===== src/rtl/pc_fetch_unit_pkg.sv =====
// Shared types and constants for the instruction-fetch stage.
package fetch_pkg;

  localparam int unsigned PC_W = 32;
  localparam logic [PC_W-1:0] NOP_INSTR = 32'h0000_0000;

  typedef enum logic [1:0] {IDLE, FETCH, PEND} fetch_state_e;

  typedef enum logic [1:0] {SelHold, SelInc, SelBranch, SelPend} next_sel_e;

  // Fetch addresses are word aligned; low bits of any target are dropped.
  function automatic logic [PC_W-1:0] align_pc(input logic [PC_W-1:0] addr);
    return {addr[PC_W-1:2], 2'b00};
  endfunction

endpackage


===== src/rtl/pc_fetch_unit_if.sv =====
// Fetch-stage bus: instruction memory handshake, decode/execute controls and IF_ID outputs.
interface pc_fetch_unit_if;
  import fetch_pkg::*;

  logic [PC_W-1:0] iaddr;
  logic            imemReq;
  logic [PC_W-1:0] imemData;
  logic            imemReady;
  logic            stall;
  logic            branchTaken;
  logic [PC_W-1:0] branchTarget;
  logic [PC_W-1:0] ibus;
  logic [PC_W-1:0] pcPlus4Val;
  logic            fetchValid;

  modport master (
    output iaddr, imemReq, ibus, pcPlus4Val, fetchValid,
    input  imemData, imemReady, stall, branchTaken, branchTarget
  );

  modport slave (
    input  iaddr, imemReq, ibus, pcPlus4Val, fetchValid,
    output imemData, imemReady, stall, branchTaken, branchTarget
  );

endinterface


===== src/rtl/pc_fetch_unit_next_pc.sv =====
// Combinational next-pc priority mux for the fetch stage.
module fetch_next_pc
  import fetch_pkg::*;
(
  input  next_sel_e       sel,
  input  logic [PC_W-1:0] pc,
  input  logic [PC_W-1:0] branch_target,
  input  logic [PC_W-1:0] pend_target,
  output logic [PC_W-1:0] next_pc
);

  always_comb begin
    next_pc = pc;
    unique case (sel)
      SelHold:   next_pc = pc;
      SelInc:    next_pc = pc + 32'd4;
      SelBranch: next_pc = align_pc(branch_target);
      SelPend:   next_pc = pend_target;
      default:   next_pc = pc;
    endcase
  end

endmodule


===== src/rtl/pc_fetch_unit.sv =====
// Instruction-fetch stage: owns the pc, handshakes with imem and feeds IF_ID.
// Define FETCH_DELAY_SLOT_EN to deliver the word fetched alongside a redirect.
module pc_fetch_unit
  import fetch_pkg::*;
#(
  parameter logic [PC_W-1:0] RESET_PC = 32'h0000_0000
) (
  input logic             clk,
  input logic             reset,
  pc_fetch_unit_if.master bus
);

  fetch_state_e    state_q, state_d;
  logic [PC_W-1:0] pc_q, pc_d;
  logic [PC_W-1:0] pend_q, pend_d;
  next_sel_e       sel;
  logic            req;
  logic            deliver;

  always_comb begin
    state_d = state_q;
    pend_d  = pend_q;
    sel     = SelHold;
    req     = 1'b0;
    deliver = 1'b0;
    unique case (state_q)
      IDLE: state_d = FETCH;
      FETCH: begin
        req     = 1'b1;
        deliver = bus.imemReady & ~bus.stall;
`ifndef FETCH_DELAY_SLOT_EN
        if (bus.branchTaken) deliver = 1'b0;
`endif
        if (bus.branchTaken & (bus.imemReady | ~req)) begin
          sel = SelBranch;
        end else if (bus.branchTaken) begin
          pend_d  = align_pc(bus.branchTarget);
          state_d = PEND;
        end else if (bus.stall | ~bus.imemReady) begin
          sel = SelHold;
        end else begin
          sel = SelInc;
        end
      end
      PEND: begin
        req = 1'b1;
        if (bus.branchTaken) pend_d = align_pc(bus.branchTarget);
`ifdef FETCH_DELAY_SLOT_EN
        // The completing word is the delay slot, so a stall must hold it here.
        if (bus.imemReady & ~bus.stall) begin
          deliver = 1'b1;
`else
        if (bus.imemReady) begin
`endif
          sel     = bus.branchTaken ? SelBranch : SelPend;
          state_d = FETCH;
        end
      end
      default: state_d = IDLE;
    endcase
  end

  fetch_next_pc u_next_pc (
    .sel           (sel),
    .pc            (pc_q),
    .branch_target (bus.branchTarget),
    .pend_target   (pend_q),
    .next_pc       (pc_d)
  );

  always_ff @(posedge clk or posedge reset) begin
    if (reset) begin
      state_q <= IDLE;
      pc_q    <= RESET_PC;
      pend_q  <= '0;
    end else begin
      state_q <= state_d;
      pc_q    <= pc_d;
      pend_q  <= pend_d;
    end
  end

  assign bus.iaddr      = pc_q;
  assign bus.imemReq    = req;
  assign bus.pcPlus4Val = pc_q + 32'd4;
  assign bus.fetchValid = deliver;
  assign bus.ibus       = deliver ? bus.imemData : NOP_INSTR;

endmodule

===== src/flat_wrapper.sv =====
// flat-port wrapper written by rule: the top's interface ports become plain ports
module pc_fetch_unit_flat import fetch_pkg::*;
#(
  parameter logic [PC_W-1:0] RESET_PC = 32'h0000_0000
)
  (clk, reset, bus_iaddr, bus_imemReq, bus_ibus, bus_pcPlus4Val, bus_fetchValid, bus_imemData, bus_imemReady, bus_stall, bus_branchTaken, bus_branchTarget);
  pc_fetch_unit_if bus_i ();
  input logic clk;
  input logic reset;
  output wire logic [$bits(bus_i.iaddr)-1:0] bus_iaddr;
  output wire logic [$bits(bus_i.imemReq)-1:0] bus_imemReq;
  output wire logic [$bits(bus_i.ibus)-1:0] bus_ibus;
  output wire logic [$bits(bus_i.pcPlus4Val)-1:0] bus_pcPlus4Val;
  output wire logic [$bits(bus_i.fetchValid)-1:0] bus_fetchValid;
  input wire logic [$bits(bus_i.imemData)-1:0] bus_imemData;
  input wire logic [$bits(bus_i.imemReady)-1:0] bus_imemReady;
  input wire logic [$bits(bus_i.stall)-1:0] bus_stall;
  input wire logic [$bits(bus_i.branchTaken)-1:0] bus_branchTaken;
  input wire logic [$bits(bus_i.branchTarget)-1:0] bus_branchTarget;
  assign bus_iaddr = bus_i.iaddr;
  assign bus_imemReq = bus_i.imemReq;
  assign bus_ibus = bus_i.ibus;
  assign bus_pcPlus4Val = bus_i.pcPlus4Val;
  assign bus_fetchValid = bus_i.fetchValid;
  assign bus_i.imemData = bus_imemData;
  assign bus_i.imemReady = bus_imemReady;
  assign bus_i.stall = bus_stall;
  assign bus_i.branchTaken = bus_branchTaken;
  assign bus_i.branchTarget = bus_branchTarget;
  pc_fetch_unit #(.RESET_PC(RESET_PC)) u_core (.clk(clk), .reset(reset), .bus(bus_i));
endmodule

===== config.mk =====
export PLATFORM = sky130hd
export DESIGN_NAME = pc_fetch_unit_flat
export DESIGN_NICKNAME = d
export VERILOG_FILES = /design/src/rtl/pc_fetch_unit_pkg.sv /design/src/rtl/pc_fetch_unit_if.sv /design/src/rtl/pc_fetch_unit_next_pc.sv /design/src/rtl/pc_fetch_unit.sv /design/src/flat_wrapper.sv
export SDC_FILE = /design/constraint.sdc
export NUM_CORES = 1
export LEC_CHECK = 0
export ABC_AREA = 1
export CORE_UTILIZATION = 25
export CTS_BUF_LIST = sky130_fd_sc_hd__clkbuf_8
export DETAILED_ROUTE_END_ITERATION = 10
export SYNTH_ARGS = -nofsm -noshare
export SYNTH_HDL_FRONTEND = slang
export SYNTH_HIERARCHICAL = 1
export SYNTH_SLANG_ARGS = --single-unit

===== constraint.sdc =====
create_clock -name clk -period 4.4 [get_ports clk]
set_input_delay 1.1 -clock clk [delete_from_list [all_inputs] [get_ports clk]]
set_output_delay 1.1 -clock clk [all_outputs]
set_load 0.05 [all_outputs]

==> flow_summary.ini <==
[status]
status = completed

[clocking]
path_clk_slew_ns = 0.07
cts_buffers = 9
post_cts_buffers = 0
clock_sinks = 64
ctsResizeCount = 0
cts_root_buf = clkbuf_8
htree_levels = 3
postCtsHoldBufs = 0
cts_tree = built
clk_latency_ns = 0.35
clock_path_buffers = 2

[critical_path]
critPathKind = in2out
worstSetupEndpointType = output port
cp_data_arrival_time_ns = 2.77
start_kind = primary input
worst-path-max-fanout = 32
critPathRequiredTime_ns = 3.30

[flow_run]
maxCapViolCount = 0

[power]
pwr_density_cell_mw_per_mm2 = 603
swShare = 0.539
internal_power_w = 0.00204
power_frac_seq = 0.289
power_w = 0.00444
p_switching_w = 0.00239
p_clk_frac = 0.116
comb_power_share = 0.595
peakVddDrop_v = 0.000211
leakagePower_nw = 3.39

[drt]
drc = 0
vias = 5245
wire_per_inst_um = 12.5
antenna_left = 0
routed.top_layer = met4
dr.pass1.iters = 5
met2_length_um = 7040
viasPerCell = 4.35
drt_iter0_drc = 384
wl_met1_um = 6920
wl_met3_um = 976
postRouteWirelength_um = 15100

[placed_design]
io_buffers = 164
postPlaceCellArea_sq_mm = 0.00716
hpwl_um = 11500
gp_congestion = 0.867

[global_route]
grt_max_degree = 61
grt_overflow = 0
antenna_found_initial = 0
grt_pass1_vias = 4896
track_usage = 0.151
grt_pass1_wl_um = 24200

[synth]
syn-cell-area_sq_mm = 0.00494
syn_area_per_cell_sq_um = 6.39
synth_cell_types = 34
syn_inst = 774
ys_warn_count = 6
ys_seq_elements = 64
ys_seq_area_frac = 0.324

[sta]
worst_hold_slack_ns = 0.489
setup_viol = 0
hold_viol = 0
fmax_mhz = 259
layout_min_cycle_time_ns = 3.87
grt_setup_unrepaired = no
relSlewSlack = 0.364
finClkSkew_ns = 0.00955
fin_crit_sh = 0.878
setup_tns_ns = 0
worst_pin_slew_ns = 0.950
maxSlewViolCount = 0

[final_layout]
drive_gt1_frac = 0.0936
diodes = 0
design_area_sq_mm = 0.00736
fin_util = 0.379
area_delta_synth_final_pct = 48.8
final_nets = 1010

[floorplan]
die_y_um = 143
core_area_sq_mm = 0.0194
die_area_sq_mm = 0.0203
dieWidth_um = 143
ioPinCount = 167
num_rows = 51
initial_core_util = 0.255

[hold_path]
hold_path_class = reg2reg
==> state kept, by name, indices dropped and copies added (netlist names) <==
signal,count
u_core/bus.iaddr,32
u_core/pend_q,30
u_core/state_q,2
==> synthesized netlist by cell type (all sizes together) <==
| cell type | count | share of area |
|---|---|---|
| nand2 | 261 | 0.20 |
| inv | 132 | 0.10 |
| a21boi | 1 | 0.0015 |
| nand3b | 9 | 0.014 |
| o21bai | 5 | 0.0076 |
| nor2 | 116 | 0.11 |
| conb | 1 | 0.00076 |
| xnor2 | 4 | 0.0071 |
| o2111ai | 1 | 0.0018 |
| and2 | 3 | 0.0038 |
| ha | 6 | 0.015 |
| a22o | 19 | 0.034 |
| o211ai | 3 | 0.0046 |
| nor3 | 1 | 0.0010 |
| o21a | 1 | 0.0015 |
| nand3 | 58 | 0.059 |
| clkbuf | 5 | 0.0038 |
| buf | 16 | 0.022 |
| or2 | 5 | 0.0063 |
| a21oi | 2 | 0.0020 |
| dfrtp | 64 | 0.32 |
| nand4 | 12 | 0.015 |
| o21ai | 36 | 0.036 |
| xor2 | 12 | 0.021 |
| a211oi | 1 | 0.0015 |
==> cell families (layout without fill, tap and decap cells) <==
group / after synthesis / count (layout) / share of synthesized area
xor+xnor: 16 / 16 / 0.0283
simple gates: 465 / 465 / 0.416
compound gates: 69 / 69 / 0.0906
other cells: 1 / 2 / 0.000759
flops: 64 / 64 / 0.324
buf+inv: 153 / 318 / 0.126
fa+ha+maj: 6 / 6 / 0.0152
==> stage by stage <==
step                worst slack [ns]  instances
floorplan                      0.495        775
global placement               0.574       1189
detailed placement             0.507       1189
CTS                            0.505       1205
global route                   0.286       1205
finish                         0.535       1205
==> cells in the final DEF, fill, tap and decap left out <==
master           count
dfrtp_1             64
and2_1               3
buf_4                7
clkbuf_8            10
bufinv_16            1
inv_2                3
nor2_2               8
or2_2                4
nand4_1             12
a22o_1              19
nor2_4              11
nand2_4              3
o21a_1               1
clkinvlp_4           1
ha_1                 6
nor3_1               1
nor2_8               1
o21bai_1             5
o21ai_0             36
o2111ai_1            1
xor2_1              12
nand3_1             58
xnor2_1              4
conb_1               2
clkinv_4             1
a21oi_1              2
nor2_1              96
nand2_1            254
nand3b_1             9
clkdlybuf4s50_1    131
o211ai_1             3
inv_1              130
buf_12              32
a211oi_1             1
or2_1                1
nand2_2              4
a21boi_0             1
clkinv_2             2
==> layout make-up <==
| cell class | instances | area [sq um] |
|---|---|---|
| multi-input combinational | 558 | 2730 |
| inverter | 132 | 495 |
| clock inverter | 6 | 60.1 |
| timing repair buffer | 170 | 2000 |
| sequential | 64 | 1600 |
| fill | 2079 | 12000 |
| tap | 265 | 332 |
| clock buffer | 10 | 138 |
==> critical path: stages <==
cell and delay (ns):
clkdlybuf4s50_1 0.52, nand2_1 0.10, or2_1 0.25, nor2_2 0.12, inv_2 0.22, nor2_1 0.27
buf_12 0.17
==> power groups by stage <==
| stage | logic [W] | clock network, W | registers (W) |
|---|---|---|---|
| 6_report | 0.00264 | 0.000515 | 0.00128 |
| 4_1_cts | 0.00266 | 0.000528 | 0.00128 |
| 3_3_place_gp | 0.00262 | 0 | 0.00128 |
| 5_1_grt | 0.00284 | 0.000555 | 0.00134 |
| 3_5_place_dp | 0.00265 | 0 | 0.00129 |
| 2_1_floorplan | 0.00143 | 0 | 0.00158 |
==> final timing paths <==
kind,start,endpoint,slack [ns],depth (start not counted)
worst max-delay path,bus_imemReady,bus_ibus[14],0.53,7
worst min-delay path,u_core/pend_q[26],u_core/pend_q[26],0.49,2
min in group asynchronous,reset,u_core/pend_q[7],1.12,3
worst max register to register,u_core/state_q[1],u_core/bus.iaddr[5],1.66,11
worst min register to register,u_core/pend_q[26],u_core/pend_q[26],0.49,2
max in group asynchronous,reset,u_core/pend_q[31],2.81,3
==> per-layer routing <==
metal | vias up | track usage
met5 | - | 0
met4 | 0 | 0.0430
met3 | 11 | 0.0315
met2 | 152 | 0.257
met1 | 2384 | 0.193
li1 | 2698 | -
No activity file was read; power rests on OpenSTA's default activity.
